File: config.mk
export PLATFORM = sky130hd
export DESIGN_NAME = mem_stage_flat
export DESIGN_NICKNAME = d
export VERILOG_FILES = /design/src/rtl/mem_stage_if.sv /design/src/rtl/mem_stage.sv /design/src/flat_wrapper.sv
export SDC_FILE = /design/constraint.sdc
export NUM_CORES = 1
export LEC_CHECK = 0
export CORE_UTILIZATION = 35
export DETAILED_ROUTE_END_ITERATION = 8
export GPL_TIMING_DRIVEN = 0
export PLACE_DENSITY = 0.62
export SETUP_SLACK_MARGIN = 0.3
export SKIP_LAST_GASP = 1
export SLEW_MARGIN = 10
export SYNTH_ARGS = -nofsm -noshare
export SYNTH_HDL_FRONTEND = slang
export SYNTH_SLANG_ARGS = --single-unit
File: constraint.sdc
create_clock -name clk -period 3.3 [get_ports clk]
set_clock_uncertainty 0.15 [all_clocks]
set_input_delay 0.66 -clock clk [delete_from_list [all_inputs] [get_ports clk]]
set_output_delay 0.66 -clock clk [all_outputs]
set_load 0.02 [all_outputs]
File: src/rtl/mem_stage_if.sv
// Signal bundle between mem_stage, the execute stage, the data bus and write-back.
// master: the memory stage itself; slave: the surrounding pipeline and memory.
interface mem_stage_if;
    logic        ex_valid;
    logic        ex_ready;
    logic [31:0] ex_alu_result;
    logic [31:0] ex_store_data;
    logic        ex_mem_read;
    logic        ex_mem_write;
    logic [1:0]  ex_size;
    logic        ex_load_unsigned;
    logic [4:0]  ex_rd;
    logic        ex_reg_write;

    logic        bus_req;
    logic        bus_we;
    logic [31:0] bus_addr;
    logic [3:0]  bus_be;
    logic [31:0] bus_wdata;
    logic        bus_ack;
    logic [31:0] bus_rdata;

    logic        wb_valid;
    logic [31:0] wb_result;
    logic [4:0]  wb_rd;
    logic        wb_reg_write;
    logic        exc_addr_err;
    logic        exc_bus_err;
    logic [31:0] exc_badvaddr;

    modport master (
        input  ex_valid, ex_alu_result, ex_store_data, ex_mem_read, ex_mem_write, ex_size,
               ex_load_unsigned, ex_rd, ex_reg_write, bus_ack, bus_rdata,
        output ex_ready, bus_req, bus_we, bus_addr, bus_be, bus_wdata,
               wb_valid, wb_result, wb_rd, wb_reg_write, exc_addr_err, exc_bus_err, exc_badvaddr
    );

    modport slave (
        output ex_valid, ex_alu_result, ex_store_data, ex_mem_read, ex_mem_write, ex_size,
               ex_load_unsigned, ex_rd, ex_reg_write, bus_ack, bus_rdata,
        input  ex_ready, bus_req, bus_we, bus_addr, bus_be, bus_wdata,
               wb_valid, wb_result, wb_rd, wb_reg_write, exc_addr_err, exc_bus_err, exc_badvaddr
    );
endinterface

File: src/rtl/mem_stage.sv
// Memory-access stage: ALU pass-through, aligned loads/stores over a single-outstanding
// req/ack bus with timeout, and one registered write-back record per instruction.
module mem_stage #(
    parameter int unsigned BUS_TIMEOUT = 255
) (
    input  logic        clk,
    input  logic        rst_n,
    mem_stage_if.master io_ms
);
    localparam int unsigned CntW = (BUS_TIMEOUT > 1) ? $clog2(BUS_TIMEOUT + 1) : 1;

    typedef enum logic {StIdle, StBus} state_e;

    state_e          r_state;
    state_e          w_state_next;
    logic [CntW-1:0] r_cnt;

    logic        r_we;
    logic        r_unsigned;
    logic        r_reg_write;
    logic [1:0]  r_size;
    logic [31:0] r_addr;
    logic [4:0]  r_rd;
    logic [3:0]  r_be;
    logic [31:0] r_wdata;

    logic        r_wb_valid;
    logic [31:0] r_wb_result;
    logic [4:0]  r_wb_rd;
    logic        r_wb_reg_write;
    logic        r_exc_addr_err;
    logic        r_exc_bus_err;
    logic [31:0] r_exc_badvaddr;

    logic        w_accept;
    logic        w_is_mem;
    logic        w_is_store;
    logic        w_misalign;
    logic        w_start_bus;
    logic        w_tmo_hit;
    logic        w_ack;
    logic        w_timeout;
    logic [3:0]  w_be_in;
    logic [31:0] w_wdata_in;
    logic [31:0] w_rdata_shift;
    logic [7:0]  w_byte;
    logic [15:0] w_half;
    logic [31:0] w_load_val;

    assign w_accept    = io_ms.ex_valid && (r_state == StIdle);
    assign w_is_mem    = io_ms.ex_mem_read || io_ms.ex_mem_write;
    // read+write together is treated as a load
    assign w_is_store  = io_ms.ex_mem_write && !io_ms.ex_mem_read;
    assign w_start_bus = w_accept && w_is_mem && !w_misalign;
    assign w_tmo_hit   = (BUS_TIMEOUT != 0) && (r_cnt == CntW'(BUS_TIMEOUT - 1));
    assign w_ack       = (r_state == StBus) && io_ms.bus_ack;
    // an ack in the final allowed cycle wins over the timeout
    assign w_timeout   = (r_state == StBus) && !io_ms.bus_ack && w_tmo_hit;

    always_comb begin
        w_misalign = 1'b0;
        w_be_in    = 4'b1111;
        w_wdata_in = io_ms.ex_store_data;
        unique case (io_ms.ex_size)
            2'b00: begin
                w_be_in    = 4'b0001 << io_ms.ex_alu_result[1:0];
                w_wdata_in = {4{io_ms.ex_store_data[7:0]}};
            end
            2'b01: begin
                w_misalign = io_ms.ex_alu_result[0];
                w_be_in    = io_ms.ex_alu_result[1] ? 4'b1100 : 4'b0011;
                w_wdata_in = {2{io_ms.ex_store_data[15:0]}};
            end
            default: w_misalign = |io_ms.ex_alu_result[1:0];
        endcase
    end

    assign w_rdata_shift = io_ms.bus_rdata >> {r_addr[1:0], 3'b000};
    assign w_byte        = w_rdata_shift[7:0];
    assign w_half        = r_addr[1] ? io_ms.bus_rdata[31:16] : io_ms.bus_rdata[15:0];

    always_comb begin
        unique case (r_size)
            2'b00:   w_load_val = {{24{!r_unsigned && w_byte[7]}}, w_byte};
            2'b01:   w_load_val = {{16{!r_unsigned && w_half[15]}}, w_half};
            default: w_load_val = io_ms.bus_rdata;
        endcase
    end

    always_ff @(posedge clk or negedge rst_n) begin
        if (!rst_n) begin
            r_state <= StIdle;
        end else begin
            r_state <= w_state_next;
        end
    end

    always_comb begin
        w_state_next = r_state;
        unique case (r_state)
            StIdle:  if (w_start_bus) w_state_next = StBus;
            StBus:   if (io_ms.bus_ack || w_tmo_hit) w_state_next = StIdle;
            default: w_state_next = StIdle;
        endcase
    end

    always_comb begin
        io_ms.ex_ready = (r_state == StIdle);
        io_ms.bus_req  = (r_state == StBus);
    end

    always_ff @(posedge clk or negedge rst_n) begin
        if (!rst_n) begin
            r_cnt <= '0;
        end else if (w_start_bus) begin
            r_cnt <= '0;
        end else if ((r_state == StBus) && !io_ms.bus_ack) begin
            r_cnt <= r_cnt + CntW'(1);
        end
    end

    always_ff @(posedge clk or negedge rst_n) begin
        if (!rst_n) begin
            r_we           <= 1'b0;
            r_unsigned     <= 1'b0;
            r_reg_write    <= 1'b0;
            r_size         <= 2'b00;
            r_addr         <= '0;
            r_rd           <= '0;
            r_be           <= '0;
            r_wdata        <= '0;
            r_wb_valid     <= 1'b0;
            r_wb_result    <= '0;
            r_wb_rd        <= '0;
            r_wb_reg_write <= 1'b0;
            r_exc_addr_err <= 1'b0;
            r_exc_bus_err  <= 1'b0;
            r_exc_badvaddr <= '0;
        end else begin
            // write-back record is a single-cycle pulse; idle cycles present all zeros
            r_wb_valid     <= 1'b0;
            r_wb_result    <= '0;
            r_wb_rd        <= '0;
            r_wb_reg_write <= 1'b0;
            r_exc_addr_err <= 1'b0;
            r_exc_bus_err  <= 1'b0;
            r_exc_badvaddr <= '0;
            if (w_accept && !w_is_mem) begin
                r_wb_valid     <= 1'b1;
                r_wb_result    <= io_ms.ex_alu_result;
                r_wb_rd        <= io_ms.ex_rd;
                r_wb_reg_write <= io_ms.ex_reg_write;
            end else if (w_accept && w_misalign) begin
                r_wb_valid     <= 1'b1;
                r_wb_rd        <= io_ms.ex_rd;
                r_exc_addr_err <= 1'b1;
                r_exc_badvaddr <= io_ms.ex_alu_result;
            end else if (w_accept) begin
                r_we        <= w_is_store;
                r_unsigned  <= io_ms.ex_load_unsigned;
                r_reg_write <= io_ms.ex_reg_write;
                r_size      <= io_ms.ex_size;
                r_addr      <= io_ms.ex_alu_result;
                r_rd        <= io_ms.ex_rd;
                r_be        <= w_be_in;
                r_wdata     <= w_wdata_in;
            end else if (w_ack) begin
                r_wb_valid     <= 1'b1;
                r_wb_rd        <= r_rd;
                r_wb_result    <= r_we ? 32'd0 : w_load_val;
                r_wb_reg_write <= !r_we && r_reg_write;
            end else if (w_timeout) begin
                r_wb_valid     <= 1'b1;
                r_wb_rd        <= r_rd;
                r_exc_bus_err  <= 1'b1;
                r_exc_badvaddr <= r_addr;
            end
        end
    end

    assign io_ms.bus_we       = r_we;
    assign io_ms.bus_addr     = {r_addr[31:2], 2'b00};
    assign io_ms.bus_be       = r_be;
    assign io_ms.bus_wdata    = r_wdata;
    assign io_ms.wb_valid     = r_wb_valid;
    assign io_ms.wb_result    = r_wb_result;
    assign io_ms.wb_rd        = r_wb_rd;
    assign io_ms.wb_reg_write = r_wb_reg_write;
    assign io_ms.exc_addr_err = r_exc_addr_err;
    assign io_ms.exc_bus_err  = r_exc_bus_err;
    assign io_ms.exc_badvaddr = r_exc_badvaddr;
endmodule

File: src/flat_wrapper.sv
// flat-port wrapper written by rule: the top's interface ports become plain ports
module mem_stage_flat 
#(
    parameter int unsigned BUS_TIMEOUT = 255
)
  (clk, rst_n, io_ms_ex_valid, io_ms_ex_alu_result, io_ms_ex_store_data, io_ms_ex_mem_read, io_ms_ex_mem_write, io_ms_ex_size, io_ms_ex_load_unsigned, io_ms_ex_rd, io_ms_ex_reg_write, io_ms_bus_ack, io_ms_bus_rdata, io_ms_ex_ready, io_ms_bus_req, io_ms_bus_we, io_ms_bus_addr, io_ms_bus_be, io_ms_bus_wdata, io_ms_wb_valid, io_ms_wb_result, io_ms_wb_rd, io_ms_wb_reg_write, io_ms_exc_addr_err, io_ms_exc_bus_err, io_ms_exc_badvaddr);
  mem_stage_if io_ms_i ();
  input  logic clk;
  input  logic rst_n;
  input wire logic [$bits(io_ms_i.ex_valid)-1:0] io_ms_ex_valid;
  input wire logic [$bits(io_ms_i.ex_alu_result)-1:0] io_ms_ex_alu_result;
  input wire logic [$bits(io_ms_i.ex_store_data)-1:0] io_ms_ex_store_data;
  input wire logic [$bits(io_ms_i.ex_mem_read)-1:0] io_ms_ex_mem_read;
  input wire logic [$bits(io_ms_i.ex_mem_write)-1:0] io_ms_ex_mem_write;
  input wire logic [$bits(io_ms_i.ex_size)-1:0] io_ms_ex_size;
  input wire logic [$bits(io_ms_i.ex_load_unsigned)-1:0] io_ms_ex_load_unsigned;
  input wire logic [$bits(io_ms_i.ex_rd)-1:0] io_ms_ex_rd;
  input wire logic [$bits(io_ms_i.ex_reg_write)-1:0] io_ms_ex_reg_write;
  input wire logic [$bits(io_ms_i.bus_ack)-1:0] io_ms_bus_ack;
  input wire logic [$bits(io_ms_i.bus_rdata)-1:0] io_ms_bus_rdata;
  output wire logic [$bits(io_ms_i.ex_ready)-1:0] io_ms_ex_ready;
  output wire logic [$bits(io_ms_i.bus_req)-1:0] io_ms_bus_req;
  output wire logic [$bits(io_ms_i.bus_we)-1:0] io_ms_bus_we;
  output wire logic [$bits(io_ms_i.bus_addr)-1:0] io_ms_bus_addr;
  output wire logic [$bits(io_ms_i.bus_be)-1:0] io_ms_bus_be;
  output wire logic [$bits(io_ms_i.bus_wdata)-1:0] io_ms_bus_wdata;
  output wire logic [$bits(io_ms_i.wb_valid)-1:0] io_ms_wb_valid;
  output wire logic [$bits(io_ms_i.wb_result)-1:0] io_ms_wb_result;
  output wire logic [$bits(io_ms_i.wb_rd)-1:0] io_ms_wb_rd;
  output wire logic [$bits(io_ms_i.wb_reg_write)-1:0] io_ms_wb_reg_write;
  output wire logic [$bits(io_ms_i.exc_addr_err)-1:0] io_ms_exc_addr_err;
  output wire logic [$bits(io_ms_i.exc_bus_err)-1:0] io_ms_exc_bus_err;
  output wire logic [$bits(io_ms_i.exc_badvaddr)-1:0] io_ms_exc_badvaddr;
  assign io_ms_i.ex_valid = io_ms_ex_valid;
  assign io_ms_i.ex_alu_result = io_ms_ex_alu_result;
  assign io_ms_i.ex_store_data = io_ms_ex_store_data;
  assign io_ms_i.ex_mem_read = io_ms_ex_mem_read;
  assign io_ms_i.ex_mem_write = io_ms_ex_mem_write;
  assign io_ms_i.ex_size = io_ms_ex_size;
  assign io_ms_i.ex_load_unsigned = io_ms_ex_load_unsigned;
  assign io_ms_i.ex_rd = io_ms_ex_rd;
  assign io_ms_i.ex_reg_write = io_ms_ex_reg_write;
  assign io_ms_i.bus_ack = io_ms_bus_ack;
  assign io_ms_i.bus_rdata = io_ms_bus_rdata;
  assign io_ms_ex_ready = io_ms_i.ex_ready;
  assign io_ms_bus_req = io_ms_i.bus_req;
  assign io_ms_bus_we = io_ms_i.bus_we;
  assign io_ms_bus_addr = io_ms_i.bus_addr;
  assign io_ms_bus_be = io_ms_i.bus_be;
  assign io_ms_bus_wdata = io_ms_i.bus_wdata;
  assign io_ms_wb_valid = io_ms_i.wb_valid;
  assign io_ms_wb_result = io_ms_i.wb_result;
  assign io_ms_wb_rd = io_ms_i.wb_rd;
  assign io_ms_wb_reg_write = io_ms_i.wb_reg_write;
  assign io_ms_exc_addr_err = io_ms_i.exc_addr_err;
  assign io_ms_exc_bus_err = io_ms_i.exc_bus_err;
  assign io_ms_exc_badvaddr = io_ms_i.exc_badvaddr;
  mem_stage #(.BUS_TIMEOUT(BUS_TIMEOUT)) u_core (.clk(clk), .rst_n(rst_n), .io_ms(io_ms_i));
endmodule
==> run summary <==
===============================================================================================
Post-synthesis cell type with the largest combined area ..........................      dfrtp_1
Post-layout util .................................................................        54.1%
CTS root buf .....................................................................    clkbuf_16
Gpl congestion ...................................................................        0.849
Count of unresolved DRC violations after routing .................................            0
Final period util ................................................................        87.4%
Maximum clock path buffer count ..................................................            2
Site row count ...................................................................           51
Class of the tightest hold or removal check ......................................     in2async
Layout Nets ......................................................................          984
Worst Max-Slew Pin Slew ..........................................................      1.13 ns
Post-route design area ...........................................................   10,600 µm²
HPWL after detailed placement ....................................................      17.0 mm
Vertical extent of the die .......................................................       144 µm
Io pins ..........................................................................          255
Number of CTS-inserted buffers ...................................................           17
Share of Yosys cell area claimed by the top area cell type .......................        56.4%
1st-iter DRT viols ...............................................................          196
Post-CTS resize count ............................................................            0
Synth Flop Type ..................................................................      dfrtp_1
Crit path kind ...................................................................       in2reg
Critical path data required time .................................................      3.50 ns
Critical path startpoint category ................................................   input port
Outcome .......................................................................... finished, final reports clean
Sort of element at the end of the critical path ..................................    flip-flop
Top fanout value on the critical path ............................................           10
Fraction of layout cells with a size suffix above 1 ..............................        17.1%
Footprint of the multi-input gates ...............................................     2680 µm²
H-tree level count ...............................................................            4
Overall die width ................................................................       144 µm
Unrepaired setup endpoints after global routing ..................................           no
Count of unique library cells instantiated by Yosys ..............................           40
Number of buffers added to fix hold violations after cts .........................            0
Via count of the first global-routing pass .......................................        6,026
Worst hold slack after final layout ..............................................    0.0137 ns
Number of vias in the routed layout ..............................................        5,716
Average wire per cell in the routed design .......................................      19.3 µm
Mean Syn Cell Area ...............................................................     11.9 µm²
Total power after layout .........................................................      6700 µW
Post-synthesis cell count ........................................................          598
Final Hold Fails .................................................................            0
F_max ............................................................................      347 MHz
Final setup violation count ......................................................            0
Post-CTS Setup Repair Bufs .......................................................            0
Number of inserted filler cells in the final layout ..............................        1,779
Leakage power summed over all cells ..............................................   0.00462 µW
Pin count of the biggest net entering global routing .............................          101
Number of clock sinks ............................................................          160
Number of maximum-capacitance violations .........................................            0
Routed Antenna Nets ..............................................................            0
Port Buffers .....................................................................          252
Part of the Yosys area used for sequential elements ..............................        56.4%
Wire length of the first global-routing pass .....................................      33.8 mm
Growth of design area from synthesis to finish ...................................        49.6%
Antenna violations before repair .................................................            0
Overflow left after global routing ...............................................            0
CP arrival .......................................................................      3.08 ns
Clock input transition at the sequential cells of the worst setup and hold paths .      0.06 ns
Yosys warning total ..............................................................            0
Worst vdd ir .....................................................................     0.355 mV
DIE AREA .........................................................................   20,900 µm²
Count of flip-flops with a built-in enable after synthesis .......................            0
Ratio of total power to cell area ................................................   630 nW/µm²
Area of the mapped netlist .......................................................     7100 µm²
First-pass iteration count of the detailed router ................................            5
Latest clock arrival within the worst-skew pair ..................................      0.41 ns
Tmin final .......................................................................      2.89 ns
Post-detailed-placement cell area ................................................     9990 µm²
Reg area .........................................................................     4000 µm²
Vias per std cell ................................................................         4.97
Final Routed Wirelength ..........................................................      22.2 mm
Starting utilization of the core area ............................................        36.1%
Synth area leaders ............................................................... dfrtp_1 (56%), mux2_2 (9.0%), a22o_1 (4.7%), mux2i_1 (4.5%), o21ai_0 (3.7%)
Tot GR Track Use .................................................................        22.0%
Area inside the core boundary ....................................................   19,700 µm²
Share of synthesized registers carrying an async set or reset ....................         100%
Final count of pins violating max slew ...........................................            0
Synthesized flop and latch total .................................................          160
Max-slew headroom at the worst pin ...............................................        24.1%
Ant diodes .......................................................................            0
Clock tree from TritonCTS ........................................................          yes
===============================================================================================
==> per-layer routing <==
layer | up-vias | routed length, µm | global-route usage [%]
met5 | - | 0 | 0
met2 | 227 | 10800 | 37.4
met1 | 2825 | 9090 | 26.2
li1 | 2647 | - | -
met3 | 17 | 2050 | 7.85
met4 | 0 | 224 | 5.65
==> worst paths after layout <==
path / to / depth (start not counted) / start / slack (ns)
worst max-delay path: u_core.io_ms.exc_badvaddr[24] / 6 / io_ms_ex_alu_result[1] / 0.41
worst min-delay path: u_core.io_ms.exc_badvaddr[12] / 1 / rst_n / 0.01
worst max register to register: u_core.io_ms.wb_result[5] / 5 / u_core.io_ms.bus_req / 0.70
worst min register to register: u_core.io_ms.bus_wdata[9] / 2 / u_core.io_ms.bus_wdata[9] / 0.33
max in group asynchronous: u_core.r_cnt[7] / 2 / rst_n / 2.13
min in group clk: u_core.io_ms.bus_wdata[9] / 2 / u_core.io_ms.bus_wdata[9] / 0.33
==> layout by cell type, fill, tap and decap left out, types with 19 or more instances in the layout <==
cell type	count
a21oi_1	19
a22o_1	38
buf_4	33
clkdlybuf4s50_1	251
dfrtp_1	160
mux2_2	57
mux2i_1	32
nand2_1	42
nand2b_1	21
nor2_1	30
o21ai_0	53
==> Yosys cell counts (2+ instances only) <==
library cell / count
and2_1: 7
inv_1: 5
nor2b_1: 5
buf_4: 33
a221o_2: 10
nand3_1: 3
dfrtp_1: 160
clkbuf_1: 18
a2bb2oi_1: 2
buf_1: 6
nor2_1: 30
xnor2_1: 6
a21oi_1: 19
nand2b_1: 21
a32o_1: 8
ha_1: 2
mux2i_1: 32
nor3_1: 5
a221o_1: 6
or3_1: 2
nand2_1: 42
o21ai_0: 53
o211ai_1: 2
a22o_1: 38
o21a_1: 2
mux2_2: 57
buf_2: 11
==> report_power, final <==
part / internal (µW) / switching, µW / leakage, µW
clock: 1280 / 836 / 0.000310
sequential: 2290 / 215 / 0.00206
combinational: 1070 / 1010 / 0.00226
==> through the flow <==
stage / setup slack (ns) / TNS (ns) / cells
CTS: 0.394 / 0 / 1149
finish: 0.415 / 0 / 1149
global placement: -5.07 / -809.36 / 1116
detailed placement: -0.0507 / -0.504 / 1117
floorplan: 1.28 / 0 / 599
global route: 0.323 / 0 / 1149
==> registers in the layout, indices dropped and copies added (netlist names), 2 cells and up <==
name and flops:
u_core.io_ms.bus_wdata 32, u_core.io_ms.exc_badvaddr 32, u_core.io_ms.wb_result 32, u_core.r_addr 32, u_core.r_cnt 8, u_core.io_ms.wb_rd 5
u_core.r_rd 5, u_core.io_ms.bus_be 4, u_core.r_size 2
==> cell families (layout without fill, tap and decap cells) <==
| kind of cell | count (synthesis) | in the layout | share of synthesized area (%) |
|---|---|---|---|
| flops | 160 | 160 | 56.4 |
| mux | 89 | 89 | 13.5 |
| buf+inv | 74 | 359 | 5.95 |
| simple gates | 121 | 121 | 8.05 |
| compound gates | 144 | 144 | 14.8 |
| xor+xnor | 7 | 7 | 0.863 |
| fa+ha+maj | 2 | 2 | 0.352 |
| other cells | 1 | 2 | 0.0528 |
==> critical path, stage by stage <==
cell and delay, ns:
clkdlybuf4s50_1 0.69, a21oi_1 0.20, or3_1 0.41, nor2_1 0.52, buf_2 0.38, a22o_1 0.21
==> layout make-up <==
| cell class | instances | share of cell area [%] |
|---|---|---|
| clock inverters | 15 | 1.94 |
| repair buffers | 253 | 24.0 |
| clock buffers | 17 | 4.00 |
| inverters | 5 | 0.177 |
| well taps | 265 | 3.12 |
| plain buffers | 69 | 3.84 |
| flip-flops and latches | 160 | 37.7 |
| multi-input cells | 365 | 25.2 |
(Power assumes the default switching activity.)
